File: src/rtl/bist_pkg.sv
// Shared types, constants and March C- element tables for the MBIST sequencer.
package bist_pkg;

  typedef enum logic [3:0] {
    StIdle  = 4'd0,
    StM0    = 4'd1,
    StM1    = 4'd2,
    StM2    = 4'd3,
    StM3    = 4'd4,
    StM4    = 4'd5,
    StM5    = 4'd6,
    StDrain = 4'd7,
    StDone  = 4'd8
  } march_state_t;

  localparam int unsigned MARCH_ELEMS = 6;
  localparam int unsigned ELEM_W      = 3;
  localparam int unsigned MAX_DATA_W  = 64;

  // Per-element tables indexed by element number; bits 6/7 are padding so a
  // 3-bit index is always in range.
  localparam logic [7:0] ELEM_DOWN   = 8'b0001_1000;  // M3, M4 walk D-1..0
  localparam logic [7:0] ELEM_HAS_RD = 8'b0011_1110;  // M1..M5 read
  localparam logic [7:0] ELEM_HAS_WR = 8'b0001_1111;  // M0..M4 write
  localparam logic [7:0] ELEM_RD_BG  = 8'b0001_0100;  // M2, M4 expect all-ones
  localparam logic [7:0] ELEM_WR_BG  = 8'b0000_1010;  // M1, M3 write all-ones

  // Background word of the given width: BG0 = all zeros, BG1 = all ones.
  function automatic logic [MAX_DATA_W-1:0] bg_pattern(input logic bg,
                                                       input int unsigned width);
    logic [MAX_DATA_W-1:0] ones;
    ones = '1;
    return bg ? (ones >> (MAX_DATA_W - width)) : '0;
  endfunction

endpackage

File: src/rtl/bist_rd_pipe.sv
// RD_LAT-deep delay line carrying read context {valid, expected, addr, elem}.
module bist_rd_pipe
  import bist_pkg::*;
#(
  parameter int unsigned RD_LAT = 1,
  parameter int unsigned ADDR_W = 4,
  parameter int unsigned DATA_W = 8
) (
  input  logic              i_clk,
  input  logic              i_rst,
  input  logic              i_valid,
  input  logic [DATA_W-1:0] i_exp,
  input  logic [ADDR_W-1:0] i_addr,
  input  logic [ELEM_W-1:0] i_elem,
  output logic              o_valid,
  output logic [DATA_W-1:0] o_exp,
  output logic [ADDR_W-1:0] o_addr,
  output logic [ELEM_W-1:0] o_elem
);

  logic [RD_LAT-1:0]             r_valid;
  logic [RD_LAT-1:0][DATA_W-1:0] r_exp;
  logic [RD_LAT-1:0][ADDR_W-1:0] r_addr;
  logic [RD_LAT-1:0][ELEM_W-1:0] r_elem;

  // Shift register; reset flushes every stage so no stale compare escapes.
  always_ff @(posedge i_clk) begin
    if (i_rst) begin
      r_valid <= '0;
      r_exp   <= '0;
      r_addr  <= '0;
      r_elem  <= '0;
    end else begin
      r_valid[0] <= i_valid;
      r_exp[0]   <= i_exp;
      r_addr[0]  <= i_addr;
      r_elem[0]  <= i_elem;
      for (int i = 1; i < RD_LAT; i++) begin
        r_valid[i] <= r_valid[i-1];
        r_exp[i]   <= r_exp[i-1];
        r_addr[i]  <= r_addr[i-1];
        r_elem[i]  <= r_elem[i-1];
      end
    end
  end

  assign o_valid = r_valid[RD_LAT-1];
  assign o_exp   = r_exp[RD_LAT-1];
  assign o_addr  = r_addr[RD_LAT-1];
  assign o_elem  = r_elem[RD_LAT-1];

endmodule

File: src/rtl/bist_march_gen.sv
// March C- sequencer: drives the RAM under test and records the first miscompare.
module bist_march_gen
  import bist_pkg::*;
#(
  parameter int unsigned ADDR_W = 4,
  parameter int unsigned DATA_W = 8,
  parameter int unsigned RD_LAT = 1
) (
  input  logic              i_clk,
  input  logic              i_rst,
  input  logic              i_start,
  output logic [ADDR_W-1:0] o_ram_addr,
  output logic              o_ram_we,
  output logic              o_ram_re,
  output logic [DATA_W-1:0] o_ram_wdata,
  output logic [DATA_W-1:0] o_data_t,
  output logic              o_cmp_en,
  input  logic              i_eq,
  output logic              o_busy,
  output logic              o_done,
  output logic              o_fail,
  output logic [ADDR_W-1:0] o_fail_addr,
  output logic [2:0]        o_fail_elem
);

  march_state_t      r_state, w_state_d;
  logic [ADDR_W-1:0] r_addr, w_addr_d;
  logic              r_phase, w_phase_d;  // 0: read slot, 1: write slot
  logic [2:0]        r_drain, w_drain_d;
  logic              r_fail;
  logic [ADDR_W-1:0] r_fail_addr;
  logic [2:0]        r_fail_elem;
  logic [DATA_W-1:0] r_data_t;

  logic              w_in_march, w_two_op, w_down, w_next_down;
  logic              w_rd, w_wr, w_elem_end, w_start_ok;
  logic [ELEM_W-1:0] w_elem, w_next_elem;
  logic [ADDR_W-1:0] w_last_addr;
  logic [DATA_W-1:0] w_exp_word, w_wr_word;
  logic              w_p_valid;
  logic [DATA_W-1:0] w_p_exp;
  logic [ADDR_W-1:0] w_p_addr;
  logic [ELEM_W-1:0] w_p_elem;

  // Decode the current element and the op issued this cycle.
  always_comb begin
    w_in_march  = (r_state >= StM0) && (r_state <= StM5);
    w_elem      = w_in_march ? ELEM_W'(r_state - StM0) : '0;
    w_two_op    = ELEM_HAS_RD[w_elem] & ELEM_HAS_WR[w_elem];
    w_down      = ELEM_DOWN[w_elem];
    w_rd        = w_in_march & ELEM_HAS_RD[w_elem] & (~w_two_op | ~r_phase);
    w_wr        = w_in_march & ELEM_HAS_WR[w_elem] & (~w_two_op | r_phase);
    w_last_addr = w_down ? '0 : '1;
    w_elem_end  = (r_addr == w_last_addr) & (~w_two_op | r_phase);
    w_next_elem = w_elem + ELEM_W'(1);
    w_next_down = ELEM_DOWN[w_next_elem];
    w_start_ok  = i_start & ((r_state == StIdle) | (r_state == StDone));
    w_exp_word  = DATA_W'(bg_pattern(ELEM_RD_BG[w_elem], DATA_W));
    w_wr_word   = DATA_W'(bg_pattern(ELEM_WR_BG[w_elem], DATA_W));
  end

  // Next-state: walk addresses within an element, chain elements with no gap.
  always_comb begin
    w_state_d = r_state;
    w_addr_d  = r_addr;
    w_phase_d = r_phase;
    w_drain_d = r_drain;
    case (r_state)
      StIdle, StDone: begin
        if (w_start_ok) begin
          w_state_d = StM0;
          w_addr_d  = '0;
          w_phase_d = 1'b0;
        end
      end
      StDrain: begin
        if (r_drain == 3'(RD_LAT - 1)) w_state_d = StDone;
        else                           w_drain_d = r_drain + 3'd1;
      end
      default: begin
        if (w_two_op && !r_phase) begin
          w_phase_d = 1'b1;
        end else begin
          w_phase_d = 1'b0;
          if (w_elem_end) begin
            // Element after M5 is DRAIN; its start address is don't-care.
            w_state_d = march_state_t'(r_state + 4'd1);
            w_addr_d  = w_next_down ? '1 : '0;
            w_drain_d = '0;
          end else begin
            w_addr_d = w_down ? r_addr - ADDR_W'(1) : r_addr + ADDR_W'(1);
          end
        end
      end
    endcase
  end

  // Sequencer state registers.
  always_ff @(posedge i_clk) begin
    if (i_rst) begin
      r_state <= StIdle;
      r_addr  <= '0;
      r_phase <= 1'b0;
      r_drain <= '0;
    end else begin
      r_state <= w_state_d;
      r_addr  <= w_addr_d;
      r_phase <= w_phase_d;
      r_drain <= w_drain_d;
    end
  end

  // Fail capture (first miscompare wins) and data_t hold between compares.
  always_ff @(posedge i_clk) begin
    if (i_rst) begin
      r_fail      <= 1'b0;
      r_fail_addr <= '0;
      r_fail_elem <= '0;
      r_data_t    <= '0;
    end else begin
      if (w_p_valid) r_data_t <= w_p_exp;
      if (w_start_ok) begin
        r_fail      <= 1'b0;
        r_fail_addr <= '0;
        r_fail_elem <= '0;
      end else if (w_p_valid && !i_eq) begin
        r_fail <= 1'b1;
        if (!r_fail) begin
          r_fail_addr <= w_p_addr;
          r_fail_elem <= w_p_elem;
        end
      end
    end
  end

  bist_rd_pipe #(
    .RD_LAT(RD_LAT),
    .ADDR_W(ADDR_W),
    .DATA_W(DATA_W)
  ) u_rd_pipe (
    .i_clk  (i_clk),
    .i_rst  (i_rst),
    .i_valid(w_rd),
    .i_exp  (w_exp_word),
    .i_addr (r_addr),
    .i_elem (w_elem),
    .o_valid(w_p_valid),
    .o_exp  (w_p_exp),
    .o_addr (w_p_addr),
    .o_elem (w_p_elem)
  );

  assign o_ram_addr  = (w_rd | w_wr) ? r_addr : '0;
  assign o_ram_we    = w_wr;
  assign o_ram_re    = w_rd;
  assign o_ram_wdata = w_wr ? w_wr_word : '0;
  assign o_cmp_en    = w_p_valid;
  assign o_data_t    = w_p_valid ? w_p_exp : r_data_t;
  assign o_busy      = w_in_march | (r_state == StDrain);
  assign o_done      = (r_state == StDone);
  assign o_fail      = r_fail;
  assign o_fail_addr = r_fail_addr;
  assign o_fail_elem = r_fail_elem;

endmodule

File: config.mk
export PLATFORM = sky130hd
export DESIGN_NAME = bist_march_gen
export DESIGN_NICKNAME = d
export VERILOG_FILES = /design/src/rtl/bist_pkg.sv /design/src/rtl/bist_rd_pipe.sv /design/src/rtl/bist_march_gen.sv
export SDC_FILE = /design/constraint.sdc
export NUM_CORES = 1
export LEC_CHECK = 0
export ABC_AREA = 1
export CAP_MARGIN = 20
export CORE_MARGIN = 8
export CORE_UTILIZATION = 55
export DETAILED_ROUTE_END_ITERATION = 8
export PLACE_DENSITY = 0.82
export RECOVER_POWER = 25
export SLEW_MARGIN = 20
export SYNTH_ARGS = -nofsm -noshare
export SYNTH_HDL_FRONTEND = slang
export SYNTH_SLANG_ARGS = --single-unit
File: constraint.sdc
create_clock -name i_clk -period 3.7 [get_ports i_clk]
set_input_delay 0.37 -clock i_clk [delete_from_list [all_inputs] [get_ports i_clk]]
set_output_delay 0.37 -clock i_clk [all_outputs]
set_load 0.02 [all_outputs]
* Word level (Yosys, flattened, before mapping) *
Memories as Yosys holds them, arrays and structs flattened.
Index checks and enable logic that the tools add are counted.

operators by class
  $add $sub $neg = 6
  $mul = 0
  divide/modulo/power cells = 0
  order comparisons = 4
  equal/unequal tests = 9
  shifts and indexed selects = 0
  mux-type cells = 31
  bitwise gates (word level) = 17
  reduce and logical (&&, ||, !) cells = 16

operators by type and width
  cell                                                                                  number
  4-bit two-way mux                                                                     11
  8-bit two-way mux                                                                     4
  4-bit case mux with 2 select lines                                                    2
  3-bit two-way mux                                                                     4
  4-bit by 1-bit adder with 4-bit output (second input constant)                        2
  3-bit by 4-bit < comparator with 1-bit output (second input constant)                 2
  1-bit two-way mux                                                                     8
  4-bit AND reduction                                                                   2
  1-bit bitwise AND                                                                     7
  3-bit by 1-bit adder with 3-bit output (second input constant)                        2
  2-bit != test (second input constant)                                                 3
  3-bit case mux with 2 select lines                                                    1
  1-bit inverter                                                                        5
  1-bit OR                                                                              5
  4-bit by 3-bit == test with 1-bit output (second input constant)                      1
  4-bit == test                                                                         1
  4-bit == test (second input constant)                                                 1
  4-bit by 1-bit greater-or-equal comparator with 1-bit output (second input constant)  1
  4-bit by 3-bit <= comparator with 1-bit output (second input constant)                1
  4-bit zero test                                                                       1
  2-bit by 1-bit != test with 1-bit output (second input constant)                      2
  2-bit AND reduction                                                                   2
  2-bit OR reduction                                                                    2
  4-bit by 1-bit subtractor with 4-bit output (second input constant)                   1
  9 further kinds                                                                       12

word-level totals
  bits in registers = 44
  latch bits = 0
  memory bits (writable) = 0
  ROM bits = 48
  bits of input ports = 4
  output and inout port bits = 33
  word-level logic and storage cells = 101
  memories kept = 6

memory list
  name              words  bits a word  read ports  clocked after Yosys merged registers in  wr ports  line                  source
  (name not given)  8      1            1           0                                        0         bist_march_gen.sv:59  w_wr_word = DATA_W'(bg_pattern(ELEM_WR_BG[w_elem], DATA_W));
  (name not given)  8      1            1           0                                        0         bist_march_gen.sv:58  w_exp_word = DATA_W'(bg_pattern(ELEM_RD_BG[w_elem], DATA_W));
  (name not given)  8      1            1           0                                        0         bist_march_gen.sv:56  w_next_down = ELEM_DOWN[w_next_elem];
  (name not given)  8      1            1           0                                        0         bist_march_gen.sv:52  w_wr = w_in_march & ELEM_HAS_WR[w_elem] & (~w_two_op | r_phase);
  (name not given)  8      1            1           0                                        0         bist_march_gen.sv:51  w_rd = w_in_march & ELEM_HAS_RD[w_elem] & (~w_two_op | ~r_phase);
  (name not given)  8      1            1           0                                        0         bist_march_gen.sv:50  w_down = ELEM_DOWN[w_elem];

* Logic depth before layout (Yosys ltp) *
Gate-level depths: netlist of the first run.

  word-level depth = 12
  mapped depth = 17
  depth with buffers taken out = 17

* By module *
A second synthesis of the first run with hierarchy kept.

second synthesis, totals
  cell total of the unflattened synthesis = 294
  area total of the unflattened synthesis = 2187.1 um^2

modules (own cells, without submodules)
  module          times used  cells an instance  area each (um^2)  sequential area each (um^2)
  bist_march_gen  1           244                1712.9            560.5
  bist_rd_pipe    1           50                 474.2             320.3

* Worst setup path before layout of the first run *
Ideal clock, no wire load.

  path kind = flip-flop to output port
  from = register r_state[0]
  to = output port o_ram_wdata[1]
  arrival = 2598 ps
  required time = 3330 ps
  slack = 732 ps
  cell stages (with the launch flop) = 11
  buffers on the path = 1
  cells stage by stage = dfxtp_1 -> inv_1 -> ha_1 -> nand2_8 -> nor2_4 -> nor2_8 -> o211ai_2 -> nand2_1 -> nor2_4 -> nor3_1 -> buf_4

on the way
  cells in the longest elaborated chain, start to end = 10
  elaborated cells on any way between the ends = 18
  classes of those cells = add/sub (1); order compare (2); mux (6); bitwise (5); reduce/logical (1); memory (3)

RTL lines
  item                                                                                                                            line                   source
  start: declaration                                                                                                              bist_march_gen.sv:26   march_state_t r_state, w_state_d;
  start signal: assignment                                                                                                        bist_march_gen.sv:101  r_state <= StIdle;
  start signal: assignment                                                                                                        bist_march_gen.sv:106  r_state <= w_state_d;
  4-bit by 1-bit greater-or-equal comparator with 1-bit output or 4-bit by 3-bit <= comparator with 1-bit output (tied branches)  bist_march_gen.sv:47   w_in_march = (r_state >= StM0) && (r_state <= StM5);
  1-bit logical AND                                                                                                               bist_march_gen.sv:47
  3-bit two-way mux                                                                                                               bist_march_gen.sv:48   w_elem = w_in_march ? ELEM_W'(r_state - StM0) : '0;
  memory read 8 x 1 bit (on tied branches)                                                                                        -
  1-bit two-way mux (on tied branches)                                                                                            -
  1-bit bitwise AND                                                                                                               bist_march_gen.sv:49   w_two_op = ELEM_HAS_RD[w_elem] & ELEM_HAS_WR[w_elem];
  1-bit inverter                                                                                                                  bist_march_gen.sv:52
  1-bit OR                                                                                                                        bist_march_gen.sv:52
  1-bit bitwise AND                                                                                                               bist_march_gen.sv:52
  8-bit two-way mux (*)                                                                                                           bist_march_gen.sv:156  assign o_ram_wdata = w_wr ? w_wr_word : '0;
  end: declaration                                                                                                                bist_march_gen.sv:15   output logic [DATA_W-1:0] o_ram_wdata,

Every way passes the cells marked *; elsewhere a longest branch is shown, timed or not. The select of a mux whose other input is x is not followed.

* Worst setup path in the final report of the first run *
  from = register r_state[0]
  to = output port o_ram_addr[0]

on the way
  cells in the longest elaborated chain, start to end = 11
  elaborated cells on any way between the ends = 19
  classes of those cells = add/sub (1); order compare (2); mux (4); bitwise (9); reduce/logical (1); memory (2)

RTL lines
  item                                                                                                                            line                                        source
  4-bit by 1-bit greater-or-equal comparator with 1-bit output or 4-bit by 3-bit <= comparator with 1-bit output (tied branches)  bist_march_gen.sv:47
  1-bit logical AND                                                                                                               bist_march_gen.sv:47
  3-bit two-way mux                                                                                                               bist_march_gen.sv:48
  memory read 8 x 1 bit (on tied branches)                                                                                        -
  1-bit two-way mux (on tied branches)                                                                                            bist_march_gen.sv:51, bist_march_gen.sv:52
  1-bit bitwise AND                                                                                                               bist_march_gen.sv:49
  1-bit inverter                                                                                                                  bist_march_gen.sv:51, bist_march_gen.sv:52
  1-bit OR (on tied branches)                                                                                                     bist_march_gen.sv:51, bist_march_gen.sv:52
  1-bit bitwise AND (on tied branches)                                                                                            bist_march_gen.sv:51, bist_march_gen.sv:52
  1-bit OR (*)                                                                                                                    bist_march_gen.sv:153                       assign o_ram_addr = (w_rd | w_wr) ? r_addr : '0;
  4-bit two-way mux (*)                                                                                                           bist_march_gen.sv:153
  end: declaration                                                                                                                bist_march_gen.sv:12                        output logic [ADDR_W-1:0] o_ram_addr,

Marks and branches as above.

==> results of run 1 <==
==> sequential cells by signal (all words and copies together), names as in the netlist <==
signal             count
u_rd_pipe.o_addr       4
u_rd_pipe.o_elem       3
r_addr                 4
o_fail_addr            4
u_rd_pipe.o_exp        1
o_fail_elem            3
u_rd_pipe.o_valid      1
r_state                4
r_data_t               8
r_phase                1
r_drain                3
o_fail                 1
==> worst max-delay path by stage <==
| stage | startpoint | end | cells past startpoint |
|---|---|---|---|
| 3_5_place_dp | r_state[0] | o_ram_addr[2] | 12 |
| 2_1_floorplan | r_state[0] | o_ram_wdata[1] | 10 |
| 6_report | r_state[0] | o_ram_addr[0] | 13 |
| 3_3_place_gp | r_state[0] | o_ram_addr[1] | 13 |
| 4_1_cts | r_state[0] | o_ram_addr[2] | 12 |
| 5_1_grt | r_state[0] | o_ram_addr[2] | 12 |
==> cell usage in the layout, fill, tap and decap left out, types with 3 or more instances in the layout <==
master	netlist	routed
nand2_2	7	7
nor3_1	3	3
o22ai_1	4	4
clkdlybuf4s50_1	0	30
nor2_1	45	45
xnor2_1	3	3
clkbuf_4	0	5
o21ai_0	11	11
nor2_4	3	3
dlygate4sd3_1	0	6
nand3_1	8	8
inv_1	25	25
ha_1	8	8
a21oi_1	19	19
dfxtp_1	37	37
nand2_1	53	53
==> synthesized netlist by cell type (4+ instances only) <==
cell type   n  area share
nand2_1    53        0.10
nor2_1     45       0.088
dfxtp_1    37        0.39
inv_1      25       0.049
a21oi_1    19       0.050
o21ai_0    11       0.029
ha_1        8       0.052
nand3_1     8       0.021
buf_4       7       0.028
nand2_2     7       0.023
o22ai_1     4       0.013
==> metrics by stage <==
stage / instance area [um^2] / instances / setup slack (ps) / utilization / hold slack (ps)
after floorplan: 1910 / 257 / 732 / - / 430
after global placement: 2280 / 331 / 787 / 0.683 / 442
after detailed placement: 2280 / 331 / 647 / 0.683 / 447
after CTS: 2360 / 339 / 232 / 0.708 / 464
after global routing: 2360 / 339 / 23.7 / 0.707 / 481
final: 2360 / 339 / 296 / 0.707 / 459
==> worst max-delay path, delay by kind of cell, from the launching register on <==
kind / cells / cell delay (ps)
flip-flops: 1 / 460
adder cells (fa/ha/maj): 1 / 320
AO/OA/AOI/OAI: 1 / 90
buffers and inverters: 2 / 740
AND/OR/NAND/NOR: 9 / 1070
==> report_power, final <==
part	internal (mW)	switching, mW
Sequential	0.479	0.0507
Clock	0.143	0.143
Combinational	0.516	0.833
==> metal layers <==
| layer | up-vias | GRT usage |
|---|---|---|
| met4 | 0 | 0.0783 |
| met5 | - | 0 |
| li1 | 885 | - |
| met1 | 757 | 0.170 |
| met2 | 37 | 0.268 |
| met3 | 9 | 0.0453 |
==> layout make-up <==
class                   instances  area (um^2)
well taps                      46         57.6
multi-input cells             182         1000
clock inverters                 3         46.3
inverters                      28          105
fillers                       294          977
clock buffers                   5         37.5
flip-flops and latches         37          741
repair buffers                 38          372
==> cells by family after synthesis <==
logic type | synth area share
DFF | 0.388
adders and majority gates | 0.0629
xor gates and xnor gates | 0.0183
and+or+nand+nor | 0.331
buffers and inverters | 0.0884
AOI/OAI and AO/OA | 0.112
==> impl_metrics.toml, run 1 <==
[setup_path]
slowest_delay_ps = 540
cp_cell_sequence = "inv_1 > ha_1 > nand2_8 > nor2_4 > nor2_8 > o21ai_1 > nand2_1 > nand2_2 > nor2_4 > nor2_1 > nor2_1 > nor2_1 > clkdlybuf4s50_1"
critPathRequiredTime_ps = 3330
arrival_ps = 3030
critPathSlowestCell = "clkdlybuf4s50_1"
crit_type = "reg2out"
r2r_cells = 15
reg2reg_from = "r_state[0]"
rrSetupSlack_ps = 860
regToRegEndpoint = "r_addr[3]"
end_kind = "output port"
worstPathMaxFanout = 10
start_kind = "register"
cpMostUsedCell = "nor2_1"

[timing]
clock.fmax_mhz = 294
post-route-period-util = 0.920
tns_ps = 0
worst_pin_slew_ps = 896
timing.final.crit_period_ps = 3400
relSlewSlack = 0.402
drv_slew = 0
finalClockSkew_ps = 9.18
final-hold-violation-count = 0
rsz0062_at_grt = "false"
setup_viol = 0

[die]
die_area_um2 = 5620
die_w_um = 74.9
die_y_um = 74.9
fp-row-count = 21
ios = 37
start_util = 0.573
coreArea_um2 = 3340

[clock_network]
clk_latency_ps = 350
cts_root_buf = "clkbuf_4"
clk_pin_slew_worst_paths_ps = 120
cts_tree = "yes"
cts-resized-gates = 0
cts_max_level = 2
cts_hold_buf = 0
cts_made_buffers = 5
post-cts-setup-buffers = 0
clockBufferDepth = 2
cts_sinks = 37

[detailed_routing]
drt-total-wl_um = 4080
dr.max_layer_used = "met4"
wl_met1_um = 1720
dr_wl_met3_um = 211
ant_nets = 0
wl_per_cell_um = 12.0
wl_met2_um = 2050
vias = 1688
viasPerCell = 4.98
drc = 0
drt_iter0_markers = 67
first_pass_iters = 4

[finish]
num_antenna_cells = 0
area_delta_synth_final_pct = 23.5
drive_gt1_frac = 0.106
nNetsFinal = 305

[logic_synthesis]
seq_area_frac_synth = 0.388
yosys_most_used_dff = "dfxtp_1"
synth_area_um2 = 1910
syn_inst = 257
synthArstFlopShare = 0
syn_nets = 270
synth_edf_count = 0
synth.distinct_cells = 31
yosysWarnings = 0
synth_seq_cells = 37
syn_avg_cell_area_um2 = 7.43

[hold_path]
whs_endpoint = "o_fail_addr[0]"
min_from = "u_rd_pipe.o_addr[0]"
hold_class = "reg2reg"
hold_depth = 2

[job]
cap_violations = 0

[pwr]
peakVddDrop_uv = 458
p_per_area_nw_per_um2 = 917
leakage_nw = 1.08
power.total_mw = 2.16

[global_routing]
grt_max_degree = 22
grt_overflow = 0
grt_pass1_vias = 1554
antenna_found_initial = 0
grt_first_pass_wirelength_um = 6730
track_usage = 0.156

[outcome]
outcome = "finished clean"

[placement]
dp_hpwl_um = 3120
portBuffers = 36
gp_congestion = 0.871
No activity file was read; power rests on OpenSTA's default activity.
==> run 2, diff against run 1 <==
CTS_BUF_LIST = sky130_fd_sc_hd__clkbuf_8   (was unset)
PLACE_DENSITY = 0.8   (was 0.82)
SYNTH_HIERARCHICAL = 1   (was unset)
==> impl_metrics.toml, run 2 <==
[logic_synthesis]
yosysTopAreaCellShare = 0.403
synth.distinct_cells = 33
yosysWarnings = 6
yosysMostFrequentCell = "nand2_1"
syn_inst = 294
synth_edf_count = 0
syn_nets = 307
synth_seq_cells = 44
synth_common_cells = "nand2_1, dfxtp_1, inv_1"
synth_largest_area_cell = "dfxtp_1"
seq_area_frac_synth = 0.403
synthArstFlopShare = 0
syn_avg_cell_area_um2 = 7.44
synthTopCellsByArea = "dfxtp_1, nand2_1, inv_1"
synth_area_um2 = 2190
yosys_most_used_dff = "dfxtp_1"

[setup_path]
rrSetupSlack_ps = 900
slowest_delay_ps = 650
end_kind = "output port"
crit_type = "reg2out"
worstPathMaxFanout = 8
cpMostUsedCell = "inv_1"
arrival_ps = 2700
reg2reg_from = "r_state[0]"
start_kind = "register"
regToRegEndpoint = "r_addr[3]"
critPathSlowestCell = "clkdlybuf4s50_1"
critPathRequiredTime_ps = 3330
cp_cell_sequence = "inv_1 > ha_1 > nand2_8 > nor2_4 > nor2_8 > inv_1 > nor2_1 > nand3_1 > inv_1 > clkdlybuf4s50_1"
r2r_cells = 17

[die]
die_y_um = 79.1
die_w_um = 79.1
coreArea_um2 = 3910
start_util = 0.559
fp-row-count = 23
die_area_um2 = 6250
ios = 37

[global_routing]
track_usage = 0.149
grt_first_pass_wirelength_um = 7540
grt_overflow = 0
grt_max_degree = 29
grt_pass1_vias = 1723
antenna_found_initial = 0

[finish]
stdcell_area_um2 = 2630
final_cell_mix = "nand2_1, dfxtp_1, inv_1, nor2_1, clkdlybuf4s50_1"
nNetsFinal = 341
area_delta_synth_final_pct = 20.1
drive_gt1_frac = 0.103
num_antenna_cells = 0
layout_commonest_cell = "nand2_1"
final_cells = 379
final_core_util = 0.671

[hold_path]
min_from = "u_rd_pipe/o_elem[2]"
hold_class = "reg2reg"
whs_endpoint = "o_fail_elem[2]"
hold_depth = 2

[pwr]
clockPowerShare = 0.128
power.total_mw = 2.38
switchingPower_mw = 1.12
peakVddDrop_uv = 757
power.internal_mw = 1.26
p_seq_frac = 0.268
leakage_nw = 1.17
p_per_area_nw_per_um2 = 905
swShare = 0.472
p_comb_frac = 0.603

[placement]
portBuffers = 36
dpl_cell_area_um2 = 2540
dp_hpwl_um = 3370
dp.cells = 371
place_ws_ps = 937
gp_congestion = 0.942

[timing]
setup_viol = 0
drv_slew = 0
rsz0062_at_grt = "false"
finalClockSkew_ps = 5.79
setup_ws_ps = 633
final-hold-violation-count = 0
relSlewSlack = 0.220
worst_pin_slew_ps = 1170
tns_ps = 0
post-route-period-util = 0.829
clock.fmax_mhz = 326
whs_ps = 450
timing.final.crit_period_ps = 3070

[clock_network]
clk_pin_slew_worst_paths_ps = 80
cts_hold_buf = 0
cts_tree = "yes"
cts-resized-gates = 0
cts_sinks = 44
cts_max_level = 2
post-cts-setup-buffers = 0
cts_made_buffers = 5
clockBufferDepth = 2
clk_latency_ps = 300
cts_root_buf = "clkbuf_8"

[detailed_routing]
drt_iter0_markers = 96
ant_nets = 0
vias = 1802
first_pass_iters = 4
drt-total-wl_um = 4410
drc = 0
viasPerCell = 4.75
wl_per_cell_um = 11.6

[job]
cap_violations = 0

[outcome]
outcome = "finished clean"
## run 2: cell count changes after synthesis, moves of 2 or more
cell,change
inv_2,+2
nor2_1,-12
o21ai_0,-7
nand2_1,+20
nand4_2,-2
inv_1,+17
dfxtp_1,+7
a21oi_1,+5
clkbuf_1,-2
o21ai_1,+2
## run 2: kinds of logic after synthesis
logic type               after synthesis  share of synthesized area
XOR/XNOR                               4                     0.0160
buffers and inverters                 58                      0.121
AO/OA/AOI/OAI                         39                     0.0978
AND/OR/NAND/NOR                      140                      0.308
adder cells (fa/ha/maj)                9                     0.0549
flip-flops                            44                      0.403
## run 2: cell type report
cell class,count,area [um^2]
fillers,352,1290
clock inverters,2,11.3
well taps,50,62.6
inverters,47,176
flip-flops and latches,44,881
multi-input cells,192,1040
repair buffers,38,372
clock buffers,6,82.6
## run 2: worst max path at each step
| stage | from | to | slack (ps) | cells after the start |
|---|---|---|---|---|
| floorplan | r_state[0] | r_addr[3] | 1170 | 16 |
| global placement | r_state[0] | o_ram_wdata[2] | 990 | 10 |
| detailed placement | r_state[0] | r_addr[3] | 940 | 17 |
| CTS | r_state[0] | o_ram_wdata[3] | 610 | 10 |
| global route | r_state[0] | o_ram_wdata[3] | 410 | 10 |
| finish | r_state[0] | o_ram_wdata[3] | 630 | 10 |
## run 2: power groups by stage
stage | Sequential, mW | Combinational, mW | Clock [mW]
after global placement | 0.646 | 1.40 | 0
after CTS | 0.638 | 1.44 | 0.312
after global routing | 0.655 | 1.60 | 0.338
final | 0.638 | 1.43 | 0.305
after floorplan | 0.637 | 1.07 | 0
after detailed placement | 0.649 | 1.43 | 0
## run 2: worst max-delay path, delay by kind of cell (launching register included)
kind | cells | cell delay, ps
adders and majority gates | 1 | 310
buffers and inverters | 4 | 1080
DFF | 1 | 400
and+or+nand+nor | 5 | 600
## run 2: layer usage
layer	part of all wire	track usage	up-vias
met5	0	0	-
met4	0.015	0.0667	0
met3	0.064	0.0395	7
met2	0.44	0.231	47
met1	0.49	0.188	781
li1	-	-	967
